`src/rtl/ysyx_23060042_lsu_if.sv`:
```
// LSU port bundle: EXU-side op handshake, WBU-side result handshake and the req/gnt/rvalid memory port.
// The slave modport is the LSU view; master is the surrounding core (or a bench).
interface ysyx_23060042_lsu_if #(
    parameter int AW = 32,
    parameter int DW = 32
);
    logic          in_valid;
    logic          in_ready;
    logic [AW-1:0] in_addr;
    logic [DW-1:0] in_wdata;
    logic          in_ren;
    logic          in_wen;
    logic [2:0]    in_funct3;
    logic [4:0]    in_rd;

    logic          out_valid;
    logic          out_ready;
    logic [DW-1:0] out_data;
    logic [4:0]    out_rd;
    logic          out_rf_wen;
    logic          out_err;

    logic          mem_req;
    logic          mem_we;
    logic [AW-1:0] mem_addr;
    logic [DW-1:0] mem_wdata;
    logic [3:0]    mem_wmask;
    logic          mem_gnt;
    logic          mem_rvalid;
    logic [DW-1:0] mem_rdata;

    modport slave (
        input  in_valid, in_addr, in_wdata, in_ren, in_wen, in_funct3, in_rd,
        input  out_ready, mem_gnt, mem_rvalid, mem_rdata,
        output in_ready, out_valid, out_data, out_rd, out_rf_wen, out_err,
        output mem_req, mem_we, mem_addr, mem_wdata, mem_wmask
    );

    modport master (
        output in_valid, in_addr, in_wdata, in_ren, in_wen, in_funct3, in_rd,
        output out_ready, mem_gnt, mem_rvalid, mem_rdata,
        input  in_ready, out_valid, out_data, out_rd, out_rf_wen, out_err,
        input  mem_req, mem_we, mem_addr, mem_wdata, mem_wmask
    );
endinterface

```
`src/rtl/ysyx_23060042_lsu.sv`:
```
// Single-outstanding load/store unit between EXU and WBU; lane-shifts stores and
// size/sign-extracts loads on a word-wide req/gnt/rvalid memory port.
//
// state | meaning
// IDLE  | ready for an op from EXU
// REQ   | mem_req held with stable address/data until gnt
// WAIT  | granted, waiting for rvalid (read data or write ack)
// DONE  | result presented to WBU until out_ready
module ysyx_23060042_lsu #(
    parameter int AW = 32,
    parameter int DW = 32
) (
    input logic                clk,
    input logic                rst,
    ysyx_23060042_lsu_if.slave bus
);
    typedef enum logic [1:0] {IDLE, REQ, WAIT, DONE} state_t;

    state_t        state_q, state_d;
    logic [AW-1:0] addr_q;
    logic [DW-1:0] wdata_q;
    logic          ren_q, wen_q;
    logic [2:0]    funct3_q;
    logic [4:0]    rd_q;
    logic [DW-1:0] data_q;
    logic          rf_wen_q, err_q;

    logic          is_mem, f3_legal, illegal, misalign, bad, accept, capture;
    logic [1:0]    off;
    logic [7:0]    lb;
    logic [15:0]   lh;
    logic [DW-1:0] ld, wlane;
    logic [3:0]    wmask;

    assign is_mem   = bus.in_ren | bus.in_wen;
    assign f3_legal = (bus.in_funct3 != 3'b011) && (bus.in_funct3[2:1] != 2'b11);
    assign illegal  = (bus.in_ren && bus.in_wen) || !f3_legal || (bus.in_wen && bus.in_funct3[2]);
    assign misalign = ((bus.in_funct3[1:0] == 2'b01) && bus.in_addr[0]) ||
                      ((bus.in_funct3[1:0] == 2'b10) && (bus.in_addr[1:0] != 2'b00));
    assign bad      = illegal || misalign;
    assign accept   = (state_q == IDLE) && bus.in_valid;
    assign capture  = ((state_q == REQ) && bus.mem_gnt && bus.mem_rvalid) ||
                      ((state_q == WAIT) && bus.mem_rvalid);

    always_ff @(posedge clk) begin
        if (!rst) state_q <= IDLE;
        else      state_q <= state_d;
    end

    always_comb begin
        state_d = state_q;
        case (state_q)
            IDLE: if (bus.in_valid) state_d = (!is_mem || bad) ? DONE : REQ;
            REQ:  if (bus.mem_gnt) state_d = bus.mem_rvalid ? DONE : WAIT;
            WAIT: if (bus.mem_rvalid) state_d = DONE;
            DONE: if (bus.out_ready) state_d = IDLE;
            default: state_d = IDLE;
        endcase
    end

    // Stores and faulted ops leave out_data at zero; only loads and pass-through write it.
    always_ff @(posedge clk) begin
        if (!rst) begin
            addr_q   <= '0;
            wdata_q  <= '0;
            ren_q    <= 1'b0;
            wen_q    <= 1'b0;
            funct3_q <= '0;
            rd_q     <= '0;
            data_q   <= '0;
            rf_wen_q <= 1'b0;
            err_q    <= 1'b0;
        end else if (accept) begin
            addr_q   <= bus.in_addr;
            wdata_q  <= bus.in_wdata;
            ren_q    <= bus.in_ren;
            wen_q    <= bus.in_wen;
            funct3_q <= bus.in_funct3;
            rd_q     <= bus.in_rd;
            data_q   <= is_mem ? '0 : bus.in_addr;
            rf_wen_q <= !is_mem || (bus.in_ren && !bad);
            err_q    <= is_mem && bad;
        end else if (capture && ren_q) begin
            data_q   <= ld;
        end
    end

    assign off = addr_q[1:0];
    assign lb  = bus.mem_rdata[{off, 3'b000} +: 8];
    assign lh  = bus.mem_rdata[{off[1], 4'b0000} +: 16];

    always_comb begin
        case (funct3_q)
            3'b000:  ld = {{24{lb[7]}}, lb};
            3'b100:  ld = {24'b0, lb};
            3'b001:  ld = {{16{lh[15]}}, lh};
            3'b101:  ld = {16'b0, lh};
            default: ld = bus.mem_rdata;
        endcase
    end

    always_comb begin
        wmask = 4'b1111;
        wlane = wdata_q;
        case (funct3_q[1:0])
            2'b00: begin
                wmask = 4'b0001 << off;
                wlane = {4{wdata_q[7:0]}};
            end
            2'b01: begin
                wmask = 4'b0011 << off;
                wlane = {2{wdata_q[15:0]}};
            end
            default: ;
        endcase
    end

    // Everything reads zero while reset is held, independent of the registered state.
    always_comb begin
        bus.in_ready   = 1'b0;
        bus.out_valid  = 1'b0;
        bus.out_data   = '0;
        bus.out_rd     = '0;
        bus.out_rf_wen = 1'b0;
        bus.out_err    = 1'b0;
        bus.mem_req    = 1'b0;
        bus.mem_we     = 1'b0;
        bus.mem_addr   = '0;
        bus.mem_wdata  = '0;
        bus.mem_wmask  = '0;
        if (rst) begin
            bus.in_ready   = (state_q == IDLE);
            bus.out_valid  = (state_q == DONE);
            bus.out_data   = data_q;
            bus.out_rd     = rd_q;
            bus.out_rf_wen = rf_wen_q;
            bus.out_err    = err_q;
            if (state_q == REQ) begin
                bus.mem_req   = 1'b1;
                bus.mem_we    = wen_q;
                bus.mem_addr  = {addr_q[AW-1:2], 2'b00};
                bus.mem_wdata = wen_q ? wlane : '0;
                bus.mem_wmask = wen_q ? wmask : 4'b0000;
            end
        end
    end
endmodule

```
`src/flat_wrapper.sv`:
```
// flat-port wrapper written by rule: the top's interface ports become plain ports
module ysyx_23060042_lsu_flat 
#(
    parameter int AW = 32,
    parameter int DW = 32
)
  (clk, rst, bus_in_valid, bus_in_addr, bus_in_wdata, bus_in_ren, bus_in_wen, bus_in_funct3, bus_in_rd, bus_out_ready, bus_mem_gnt, bus_mem_rvalid, bus_mem_rdata, bus_in_ready, bus_out_valid, bus_out_data, bus_out_rd, bus_out_rf_wen, bus_out_err, bus_mem_req, bus_mem_we, bus_mem_addr, bus_mem_wdata, bus_mem_wmask);
  ysyx_23060042_lsu_if #(.AW(AW), .DW(DW)) bus_i ();
  input logic clk;
  input logic rst;
  input wire logic [$bits(bus_i.in_valid)-1:0] bus_in_valid;
  input wire logic [$bits(bus_i.in_addr)-1:0] bus_in_addr;
  input wire logic [$bits(bus_i.in_wdata)-1:0] bus_in_wdata;
  input wire logic [$bits(bus_i.in_ren)-1:0] bus_in_ren;
  input wire logic [$bits(bus_i.in_wen)-1:0] bus_in_wen;
  input wire logic [$bits(bus_i.in_funct3)-1:0] bus_in_funct3;
  input wire logic [$bits(bus_i.in_rd)-1:0] bus_in_rd;
  input wire logic [$bits(bus_i.out_ready)-1:0] bus_out_ready;
  input wire logic [$bits(bus_i.mem_gnt)-1:0] bus_mem_gnt;
  input wire logic [$bits(bus_i.mem_rvalid)-1:0] bus_mem_rvalid;
  input wire logic [$bits(bus_i.mem_rdata)-1:0] bus_mem_rdata;
  output wire logic [$bits(bus_i.in_ready)-1:0] bus_in_ready;
  output wire logic [$bits(bus_i.out_valid)-1:0] bus_out_valid;
  output wire logic [$bits(bus_i.out_data)-1:0] bus_out_data;
  output wire logic [$bits(bus_i.out_rd)-1:0] bus_out_rd;
  output wire logic [$bits(bus_i.out_rf_wen)-1:0] bus_out_rf_wen;
  output wire logic [$bits(bus_i.out_err)-1:0] bus_out_err;
  output wire logic [$bits(bus_i.mem_req)-1:0] bus_mem_req;
  output wire logic [$bits(bus_i.mem_we)-1:0] bus_mem_we;
  output wire logic [$bits(bus_i.mem_addr)-1:0] bus_mem_addr;
  output wire logic [$bits(bus_i.mem_wdata)-1:0] bus_mem_wdata;
  output wire logic [$bits(bus_i.mem_wmask)-1:0] bus_mem_wmask;
  assign bus_i.in_valid = bus_in_valid;
  assign bus_i.in_addr = bus_in_addr;
  assign bus_i.in_wdata = bus_in_wdata;
  assign bus_i.in_ren = bus_in_ren;
  assign bus_i.in_wen = bus_in_wen;
  assign bus_i.in_funct3 = bus_in_funct3;
  assign bus_i.in_rd = bus_in_rd;
  assign bus_i.out_ready = bus_out_ready;
  assign bus_i.mem_gnt = bus_mem_gnt;
  assign bus_i.mem_rvalid = bus_mem_rvalid;
  assign bus_i.mem_rdata = bus_mem_rdata;
  assign bus_in_ready = bus_i.in_ready;
  assign bus_out_valid = bus_i.out_valid;
  assign bus_out_data = bus_i.out_data;
  assign bus_out_rd = bus_i.out_rd;
  assign bus_out_rf_wen = bus_i.out_rf_wen;
  assign bus_out_err = bus_i.out_err;
  assign bus_mem_req = bus_i.mem_req;
  assign bus_mem_we = bus_i.mem_we;
  assign bus_mem_addr = bus_i.mem_addr;
  assign bus_mem_wdata = bus_i.mem_wdata;
  assign bus_mem_wmask = bus_i.mem_wmask;
  ysyx_23060042_lsu #(.AW(AW), .DW(DW)) u_core (.clk(clk), .rst(rst), .bus(bus_i));
endmodule
```
`config.mk`:
```
export PLATFORM = sky130hd
export DESIGN_NAME = ysyx_23060042_lsu_flat
export DESIGN_NICKNAME = d
export VERILOG_FILES = /design/src/rtl/ysyx_23060042_lsu_if.sv /design/src/rtl/ysyx_23060042_lsu.sv /design/src/flat_wrapper.sv
export SDC_FILE = /design/constraint.sdc
export NUM_CORES = 1
export LEC_CHECK = 0
export BUFFER_PORTS_ARGS = -buffer_cell sky130_fd_sc_hd__buf_2
export CORE_MARGIN = 3
export CORE_UTILIZATION = 50
export DETAILED_ROUTE_END_ITERATION = 8
export PLACE_DENSITY = 0.81
export SKIP_LAST_GASP = 1
export SYNTH_ARGS = -nofsm -noshare
export SYNTH_HDL_FRONTEND = slang
export SYNTH_SLANG_ARGS = --single-unit
```
`constraint.sdc`:
```
create_clock -name clk -period 2.3 [get_ports clk]
set_clock_uncertainty 0.05 [all_clocks]
set_input_delay 0.115 -clock clk [delete_from_list [all_inputs] [get_ports clk]]
set_output_delay 0.115 -clock clk [all_outputs]
set_load 0.01 [all_outputs]
```
; Word level (Yosys, flattened, before mapping)
; Cells that the tools add are included.
[word_totals]
reg_bits = 110
in_bits = 112
output_inout_bits = 111
[op_classes]
eq_ne = 15
n_shift = 4
n_mux = 31
n_bitwise = 1
n_reduce_logical = 28
[ops]
columns = op, n
row1 = 2-to-1 mux 32 bit, 9
row2 = one-hot mux 32 bit (4 select lines), 1
row3 = one-hot mux 32 bit (2 select lines), 1
row4 = variable part select 32 x 6 -> 16 bit, 1
row5 = variable part select 32 x 6 -> 8 bit, 1
row6 = logical AND 1 bit, 12
row7 = 2-to-1 mux 4 bit, 3
row8 = 2-to-1 mux 2 bit, 5
row9 = inequality test 2 bit (second input constant), 5
row10 = 2-to-1 mux 1 bit, 9
row11 = one-hot mux 2 bit (4 select lines), 1
row12 = one-hot mux 4 bit (2 select lines), 1
row13 = logical OR 1 bit, 7
row14 = == test 2 x 1 -> 1 bit (second input constant), 3
row15 = == test 2 bit (second input constant), 3
row16 = == test 3 bit (second input constant), 2
row17 = 2-to-1 mux 5 bit, 1
row18 = zero test 2 bit, 2
row19 = AND reduction 4 bit, 1
row20 = nonzero test 2 bit, 2
row21 = left shift 1 x 2 -> 4 bit (first input constant), 1
row22 = left shift 2 x 2 -> 4 bit (first input constant), 1
row23 = == test 3 x 1 -> 1 bit (second input constant), 1
row24 = zero test 1 bit, 3
row25 = 3 further kinds, 3

; Logic depth before layout (Yosys ltp)
; Gate-level depths: netlist of the first run.
[logic_depth]
depth_word = 10
ltp_mapped = 8
depth_no_buf = 6

; Worst setup path before layout of the first run
; Ideal clock, no wire load.
[synth_path]
path_type = register to register
from = reg u_core.state_q[1]
to = reg u_core.data_q[5]
setup_ns = 0.139
arrival_time_ns = 1.576
t_required_ns = 2.111
setup_slack_ns = 0.536
path_stages_with_launch = 8
path_buffers = 1
synth_period_minus_slack_ns = 1.764
cell_sequence = dfxtp_1 -> inv_1 -> ha_1 -> a21oi_2 -> or2_2 -> buf_2 -> a222oi_1 -> a221oi_1
[synth_via]
elab_chain_len = 6
elab_cells_between_ends = 11
classes_between = 2 x eq/ne / 1 x mux / 8 x reduce/logical
[synth_lines]
columns = item, line_no
row1 = start: declaration, ysyx_23060042_lsu.sv:19  ; state_t state_q, state_d;
row2 = start signal: assignment, ysyx_23060042_lsu.sv:47  ; else state_q <= state_d;
row3 = == test 2 x 1 -> 1 bit, ysyx_23060042_lsu.sv:42  ; assign capture = ((state_q == REQ) && bus.mem_gnt && bus.mem_rvalid) ||
row4 = logical AND 1 bit (2 in series), ysyx_23060042_lsu.sv:42
row5 = logical OR 1 bit, ysyx_23060042_lsu.sv:42
row6 = logical AND 1 bit, ysyx_23060042_lsu.sv:83  ; end else if (capture && ren_q) begin
row7 = nonzero test 2 bit (no source line), n/a
row8 = end signal: assignment, ysyx_23060042_lsu.sv:80  ; data_q <= is_mem ? '0 : bus.in_addr;
row9 = end signal: assignment, ysyx_23060042_lsu.sv:84  ; data_q <= ld;
row10 = end: declaration, ysyx_23060042_lsu.sv:25  ; logic [DW-1:0] data_q;
; Several ways; a longest one is shown, not always the timed one.
; A chain may end at the register's enable or synchronous reset.

; Worst setup path after layout of the first run
[layout_path]
from = reg u_core.state_q[1]
to = out bus_mem_wdata[18]
[layout_via]
elab_chain_len = 3
[layout_lines]
columns = item, line_no
row1 = == test 2 x 1 -> 1 bit, ysyx_23060042_lsu.sv:138  ; if (state_q == REQ) begin
row2 = 2-to-1 mux 32 bit, ysyx_23060042_lsu.sv:138
row3 = 2-to-1 mux 32 bit, ysyx_23060042_lsu.sv:131  ; if (rst) begin
row4 = end: declaration, flat_wrapper.sv:31  ; output wire logic [$bits(bus_i.mem_wdata)-1:0] bus_mem_wdata;
; Every way passes these cells.

==> impl_metrics.tcl, run 1 <==
set metrics [dict create \
    yosys-top-cells-count "nand2_1 (185), dfxtp_1 (110), a21oi_1 (104)" \
    core_area_um2 11500 \
    switching_share 0.387 \
    fin_cells 1184 \
    overflow 0 \
    timing.fmax_ghz 0.446 \
    synthCells 786 \
    drtIter0Drc 994 \
    post-place-ws_ns 0.139 \
    post_drt_via_cell_ratio 5.85 \
    post_dp_cell_area_um2 7060 \
    critPathCaptureType "primary output" \
    root_buffer "clkbuf_16" \
    dieArea_um2 13200 \
    yosysMostFrequentCell "nand2_1" \
    syn_area_per_cell_um2 7.54 \
    p_int_w 0.00415 \
    synth_area_leader_cell "dfxtp_1" \
    synthArstFlopShare 0 \
    crit_fanout 33 \
    synth_edf_count 0 \
    ys_seq_area_frac 0.372 \
    ir_drop_mv 0.443 \
    final_antenna_net_count 0 \
    syn_area_um2 5920 \
    worst_ep_required_time_ns 2.13 \
    dp.cells 1097 \
    clockPowerShare 0.232 \
    max_slew_margin 0.486 \
    die_h_um 115 \
    p_sw_w 0.00262 \
    violations "design-rule violations" \
    gp_congestion 0.918 \
    synth_top_flop_cell "dfxtp_1" \
    fin_nets 1154 \
    hold_viol 0 \
    htree_levels 3 \
    cp_slowest_cell "dfxtp_2" \
    seqPwrFrac 0.377 \
    critical_path.top_delay_family "buffers and inverters" \
    cts_buffers 9 \
    power_density_nw_per_um2 836 \
    cp_cell_sequence "inv_1 -> ha_1 -> buf_12 -> and2_1 -> nand2_4 -> buf_4 -> nor2_1 -> buf_2" \
    outcome "finished, violations left" \
    drive_above_1_share 0.266 \
    slowest_delay_ns 0.35 \
    grt.total_usage 0.309 \
    critical_path.startpoint_type "flop" \
    antenna_cells 0 \
    io_pins 223 \
    ys_types 53 \
    postLayoutCoreUtil 0.703 \
    min_period_over_period 0.975 \
    dp_hpwl_um 13800 \
    cp_num_buf_inv 4 \
    cts.path.max_buffers 2 \
    grt_pass1_vias 6373 \
    io_buffers 220 \
    insertion_delay_ns 0.35 \
    area_growth_pct 36.6 \
    finalCriticalPeriod_ns 2.24 \
    cp.arrival_ns 2.08 \
    die_width_um 115 \
    yosys_warnings 0 \
    worstSetupPathType "reg -> out" \
    cts.sinks 110 \
    fin_ws_ns 0.0578 \
    num_vias 6924 \
    drv_slew 0 \
    start_util 0.514 \
    yosys-top-cells-area "dfxtp_1 (37%), nand2_1 (12%), a21oi_1 (8.8%)" \
    grt_max_degree 85 \
    total_power_w 0.00677 \
    ys_ff_latch 110 \
    fin_area_um2 8090 \
    wl_um 21300 \
    clkTransAtPathRegs_ns 0.07 \
    grt_pass1_wl_um 32600 \
    rows 39 \
    firstDrtPassIters 9 \
    worst_slew_pin_slew_ns 0.768 \
    drc 6 \
    antenna_found_initial 0 \
    rsz0062_at_grt "yes" \
    maxCapViolations 0 \
    leakage_nw 3.61 \
    wl_per_cell_um 18.0 \
    p_comb_frac 0.391 \
    yosys.area.top_type_share 0.372 \
    cts_tree "done" \
    hold_class "in -> reg" \
    setup_viol 0 \
]
[kinds of logic after synthesis]
family	count (synthesis)	synth area share
and+or+nand+nor	332	0.261
muxes	25	0.0534
AOI/OAI and AO/OA	230	0.237
buffers and inverters	83	0.0648
adders and majority gates	5	0.0106
DFF	110	0.372
other	1	0.000633
[metrics by stage]
stage / hold WS, ns / TNS [ns]
2_1_floorplan: 0.195 / 0
3_3_place_gp: 0.307 / 0
3_5_place_dp: 0.312 / 0
4_1_cts: 0.00103 / -0.00320
5_1_grt: 0.00258 / -0.217
6_report: 0.00734 / 0
[worst min-delay path, stage by stage]
cell     delay, ns
buf_2         0.12
a21oi_1       0.06
nor2_1        0.07
[cells in the final DEF (no fill, tap or decap), types with 5 or more instances in the layout]
cell / netlist / routed
a21oi_1: 104 / 104
a221oi_1: 9 / 9
a222oi_1: 9 / 9
a22o_1: 9 / 9
a22oi_1: 19 / 19
a31oi_1: 19 / 19
and2_1: 51 / 50
and3_1: 30 / 30
buf_2: 25 / 220
buf_4: 5 / 19
clkbuf_16: 0 / 9
dfxtp_1: 110 / 108
dlygate4sd3_1: 0 / 70
ha_1: 5 / 5
inv_1: 8 / 7
mux2i_1: 20 / 20
nand2_1: 185 / 184
nand2b_1: 7 / 7
nor2_1: 34 / 33
o21ai_0: 41 / 40
[state kept, by name (all words and copies together) (netlist names)]
signal / count
u_core.addr_q: 32
u_core.data_q: 32
u_core.err_q: 1
u_core.funct3_q: 3
u_core.rd_q: 5
u_core.ren_q: 1
u_core.rf_wen_q: 1
u_core.state_q: 2
u_core.wdata_q: 32
u_core.wen_q: 1
[cell type report]
| type | instances | area, um2 |
|---|---|---|
| Fill cell | 914 | 3420 |
| Multi-Input combinational cell | 594 | 3380 |
| Sequential cell | 110 | 2200 |
| Timing Repair Buffer | 312 | 2000 |
| Clock buffer | 10 | 229 |
| Tap cell | 143 | 179 |
| Clock inverter | 5 | 57.6 |
| Inverter | 9 | 37.5 |
| Timing Repair inverter | 1 | 5.00 |
[routing by layer]
| layer | track usage | wire length, um | share of wire | up-vias |
|---|---|---|---|---|
| li1 | - | - | - | 3231 |
| met1 | 0.411 | 8600 | 0.40 | 3171 |
| met2 | 0.496 | 9800 | 0.46 | 456 |
| met3 | 0.0647 | 2200 | 0.10 | 66 |
| met4 | 0.113 | 690 | 0.032 | 0 |
| met5 | 0 | 0 | 0 | - |
[power groups by stage]
stage | Clock (W) | Sequential [W] | Combinational [W]
global route | 0.00166 | 0.00259 | 0.00289
finish | 0.00157 | 0.00255 | 0.00264
CTS | 0.00158 | 0.00253 | 0.00255
detailed placement | 0 | 0.00257 | 0.00243
floorplan | 0 | 0.00247 | 0.00179
global placement | 0 | 0.00256 | 0.00239
[repair_timing]
action                     CTS  global route
hold buffers                70             0
pin swaps                    0             1
setup buffers                0             1
cloned                       0             1
hold endpoints to repair    74             0
setup endpoints to repair   34            58
resized for setup            2             7
[path summary, 6_finish.rpt]
kind | start | end | slack (ns) | cells past startpoint
max reg2reg | u_core.state_q[0]$_SDFFE_PN0P_ | u_core.data_q[27]$_SDFFE_PN0P_ | 0.16 | 6
min | bus_in_funct3[1] | u_core.funct3_q[1]$_SDFFE_PN0P_ | 0.007 | 3
max | u_core.state_q[1]$_SDFFE_PN0P_ | bus_mem_wdata[18] | 0.06 | 8
min reg2reg | u_core.addr_q[5]$_SDFFE_PN0P_ | u_core.addr_q[5]$_SDFFE_PN0P_ | 0.40 | 2
No activity file was read; power rests on OpenSTA's default activity.
==> run 2, diff against run 1 <==
--- a/config.mk
+++ b/config.mk
@@ -5,11 +5,15 @@
 export SDC_FILE = /design/constraint.sdc
 export NUM_CORES = 1
 export LEC_CHECK = 0
+export ABC_AREA = 0
 export BUFFER_PORTS_ARGS = -buffer_cell sky130_fd_sc_hd__buf_2
+export CELL_PAD_IN_SITES_DETAIL_PLACEMENT = 0
+export CELL_PAD_IN_SITES_GLOBAL_PLACEMENT = 1
 export CORE_MARGIN = 3
-export CORE_UTILIZATION = 50
+export CORE_UTILIZATION = 35
 export DETAILED_ROUTE_END_ITERATION = 8
-export PLACE_DENSITY = 0.81
+export PLACE_DENSITY_LB_ADDON = 0.1
+export SETUP_SLACK_MARGIN = 0.5
 export SKIP_LAST_GASP = 1
 export SYNTH_ARGS = -nofsm -noshare
 export SYNTH_HDL_FRONTEND = slang
==> impl_metrics.tcl, run 2 (same netlist as run 1, synthesis figures left out) <==
set metrics [dict create \
    outcome "finished, violations left" \
    violations "negative hold slack" \
    fillerInstances 1618 \
    r2r_cells 7 \
    firstDrtPassIters 7 \
    clkTransAtPathRegs_ns 0.08 \
    htree_levels 3 \
    timing.fmax_ghz 0.549 \
    worstSetupStartpoint "u_core.state_q[1]$_SDFFE_PN0P_" \
    io_buffers 220 \
    antenna_cells 0 \
    drive_above_1_share 0.308 \
    p_comb_frac 0.408 \
    cp.arrival_ns 1.66 \
    gp_congestion 0.862 \
    root_buffer "clkbuf_16" \
    hold_ws_ns -0.00327 \
    mostFrequentLayoutCells "buf_2 (214), nand2_1 (184), dfxtp_1 (105), a21oi_1 (95), dlygate4sd3_1 (71)" \
    crit-reg2reg-launch "u_core.state_q[1]$_SDFFE_PN0P_" \
    area_growth_pct 46.2 \
    wl_per_cell_um 18.1 \
    p_int_w 0.00445 \
    critical_path.startpoint_type "flop" \
    cts_tree "done" \
    clockPowerShare 0.235 \
    ir_drop_mv 0.453 \
    maxCapViolations 0 \
    total_power_w 0.00721 \
    hold_viol 1 \
    fin_nets 1174 \
    rows 46 \
    crit_path_end "bus_mem_wdata[27]" \
    reg_top3 "u_core.addr_q (32), u_core.data_q (32), u_core.wdata_q (32)" \
    grt_pass1_vias 6543 \
    finalCriticalPeriod_ns 1.82 \
    antenna_found_initial 0 \
    cp_cell_sequence "inv_4 -> ha_4 -> and2_4 -> nand2_8 -> buf_8 -> nor2_2 -> buf_2" \
    cp_num_buf_inv 3 \
    crit_fanout 6 \
    power_density_nw_per_um2 832 \
    drtIter0Drc 531 \
    core_area_um2 16200 \
    dieArea_um2 18500 \
    setup_tns_ns 0 \
    final_common_cell "buf_2" \
    drv_slew 0 \
    dp_hpwl_um 16300 \
    cts.sinks 110 \
    io_pins 223 \
    overflow 0 \
    num_vias 6740 \
    hold_class "in -> reg" \
    cts.path.max_buffers 2 \
    final_antenna_net_count 0 \
    start_util 0.365 \
    grt_max_degree 81 \
    critical_path.top_delay_family "simple AND/OR/NAND/NOR gates" \
    setup_viol 0 \
    rrSetupSlack_ns 0.55 \
    drc 0 \
    worst_ep_required_time_ns 2.13 \
    cts_buffers 9 \
    leakage_nw 3.76 \
    cp_slowest_cell "dfxtp_4" \
    critPathCaptureType "primary output" \
    p_sw_w 0.00276 \
    seqPwrFrac 0.357 \
    min_period_over_period 0.792 \
    rsz0062_at_grt "yes" \
    worstSetupPathType "reg -> out" \
    grt.total_usage 0.238 \
    rr_endpoint "u_core.data_q[5]$_SDFFE_PN0P_" \
    worstSetupPathDepth 7 \
    post_drt_via_cell_ratio 5.28 \
    grt_pass1_wl_um 34600 \
    die_width_um 136 \
    wl_um 23100 \
    die_h_um 136 \
    slowest_delay_ns 0.37 \
    switching_share 0.383 \
    insertion_delay_ns 0.35 \
]
run 2: metal layers:
metal / up-vias / global-route usage / wire length [um]
met5: - / 0 / 0
met4: 0 / 0.0862 / 601
met3: 42 / 0.0429 / 1620
met2: 278 / 0.396 / 10900
met1: 3139 / 0.309 / 9970
li1: 3281 / - / -
run 2: power groups by stage:
| stage | combinational (W) | clock [W] | sequential [W] |
|---|---|---|---|
| after floorplan | 0.00179 | 0 | 0.00247 |
| after global placement | 0.00248 | 0 | 0.00257 |
| after detailed placement | 0.00254 | 0 | 0.00258 |
| after CTS | 0.00276 | 0.00173 | 0.00257 |
| after global routing | 0.00326 | 0.00179 | 0.00262 |
| final | 0.00294 | 0.00169 | 0.00258 |
run 2: how the worst min path moves through the flow:
stage,cells past startpoint,slack [ns],to,from
2_1_floorplan,2,0.20,u_core.data_q[4]$_SDFFE_PN0P_,bus_in_addr[4]
3_3_place_gp,3,0.31,u_core.wdata_q[8]$_SDFFE_PN0P_,bus_in_wdata[8]
6_report,3,-0.003,u_core.funct3_q[0]$_SDFFE_PN0P_,bus_in_funct3[0]
4_1_cts,3,0.006,u_core.funct3_q[0]$_SDFFE_PN0P_,bus_in_funct3[0]
5_1_grt,3,0.03,u_core.funct3_q[0]$_SDFFE_PN0P_,bus_in_funct3[0]
3_5_place_dp,3,0.31,u_core.wdata_q[12]$_SDFFE_PN0P_,bus_in_wdata[12]
run 2: timing repair:
item	in CTS	in global routing
gates resized for setup	34	43
setup endpoints to repair	129	48
pin swaps	3	10
hold endpoints to repair	76	0
hold buffers	71	0
buffers inserted	1	8
gates cloned	2	4
run 2: metrics by stage:
| step | utilization | instance area, um2 | cells | setup WS [ns] |
|---|---|---|---|---|
| 2_1_floorplan | - | 5930 | 787 | 0.536 |
| 3_3_place_gp | 0.443 | 7190 | 1176 | 0.441 |
| 3_5_place_dp | 0.443 | 7190 | 1176 | 0.350 |
| 4_1_cts | 0.514 | 8350 | 1264 | 0.489 |
| 5_1_grt | 0.534 | 8660 | 1276 | 0.416 |
| 6_report | 0.534 | 8660 | 1276 | 0.478 |
run 2: layout make-up:
cell class / instances / area (um2) / area share
inverter: 9 / 42.5 / 0.00491
timing repair buffer: 330 / 2270 / 0.262
clock buffer: 9 / 225 / 0.0260
clock inverter: 5 / 85.1 / 0.00982
tap: 216 / 270 / 0.0312
multi-input combinational: 596 / 3540 / 0.409
sequential: 110 / 2220 / 0.256
timing repair inverter: 1 / 7.51 / 0.000867
run 2: worst reg2reg max path: stages, from the launching register on:
cell and delay, ns:
dfxtp_4 0.37, inv_4 0.08, ha_4 0.14, buf_4 0.10, a21oi_2 0.06, or2_4 0.28
a222oi_1 0.38, a221oi_1 0.15
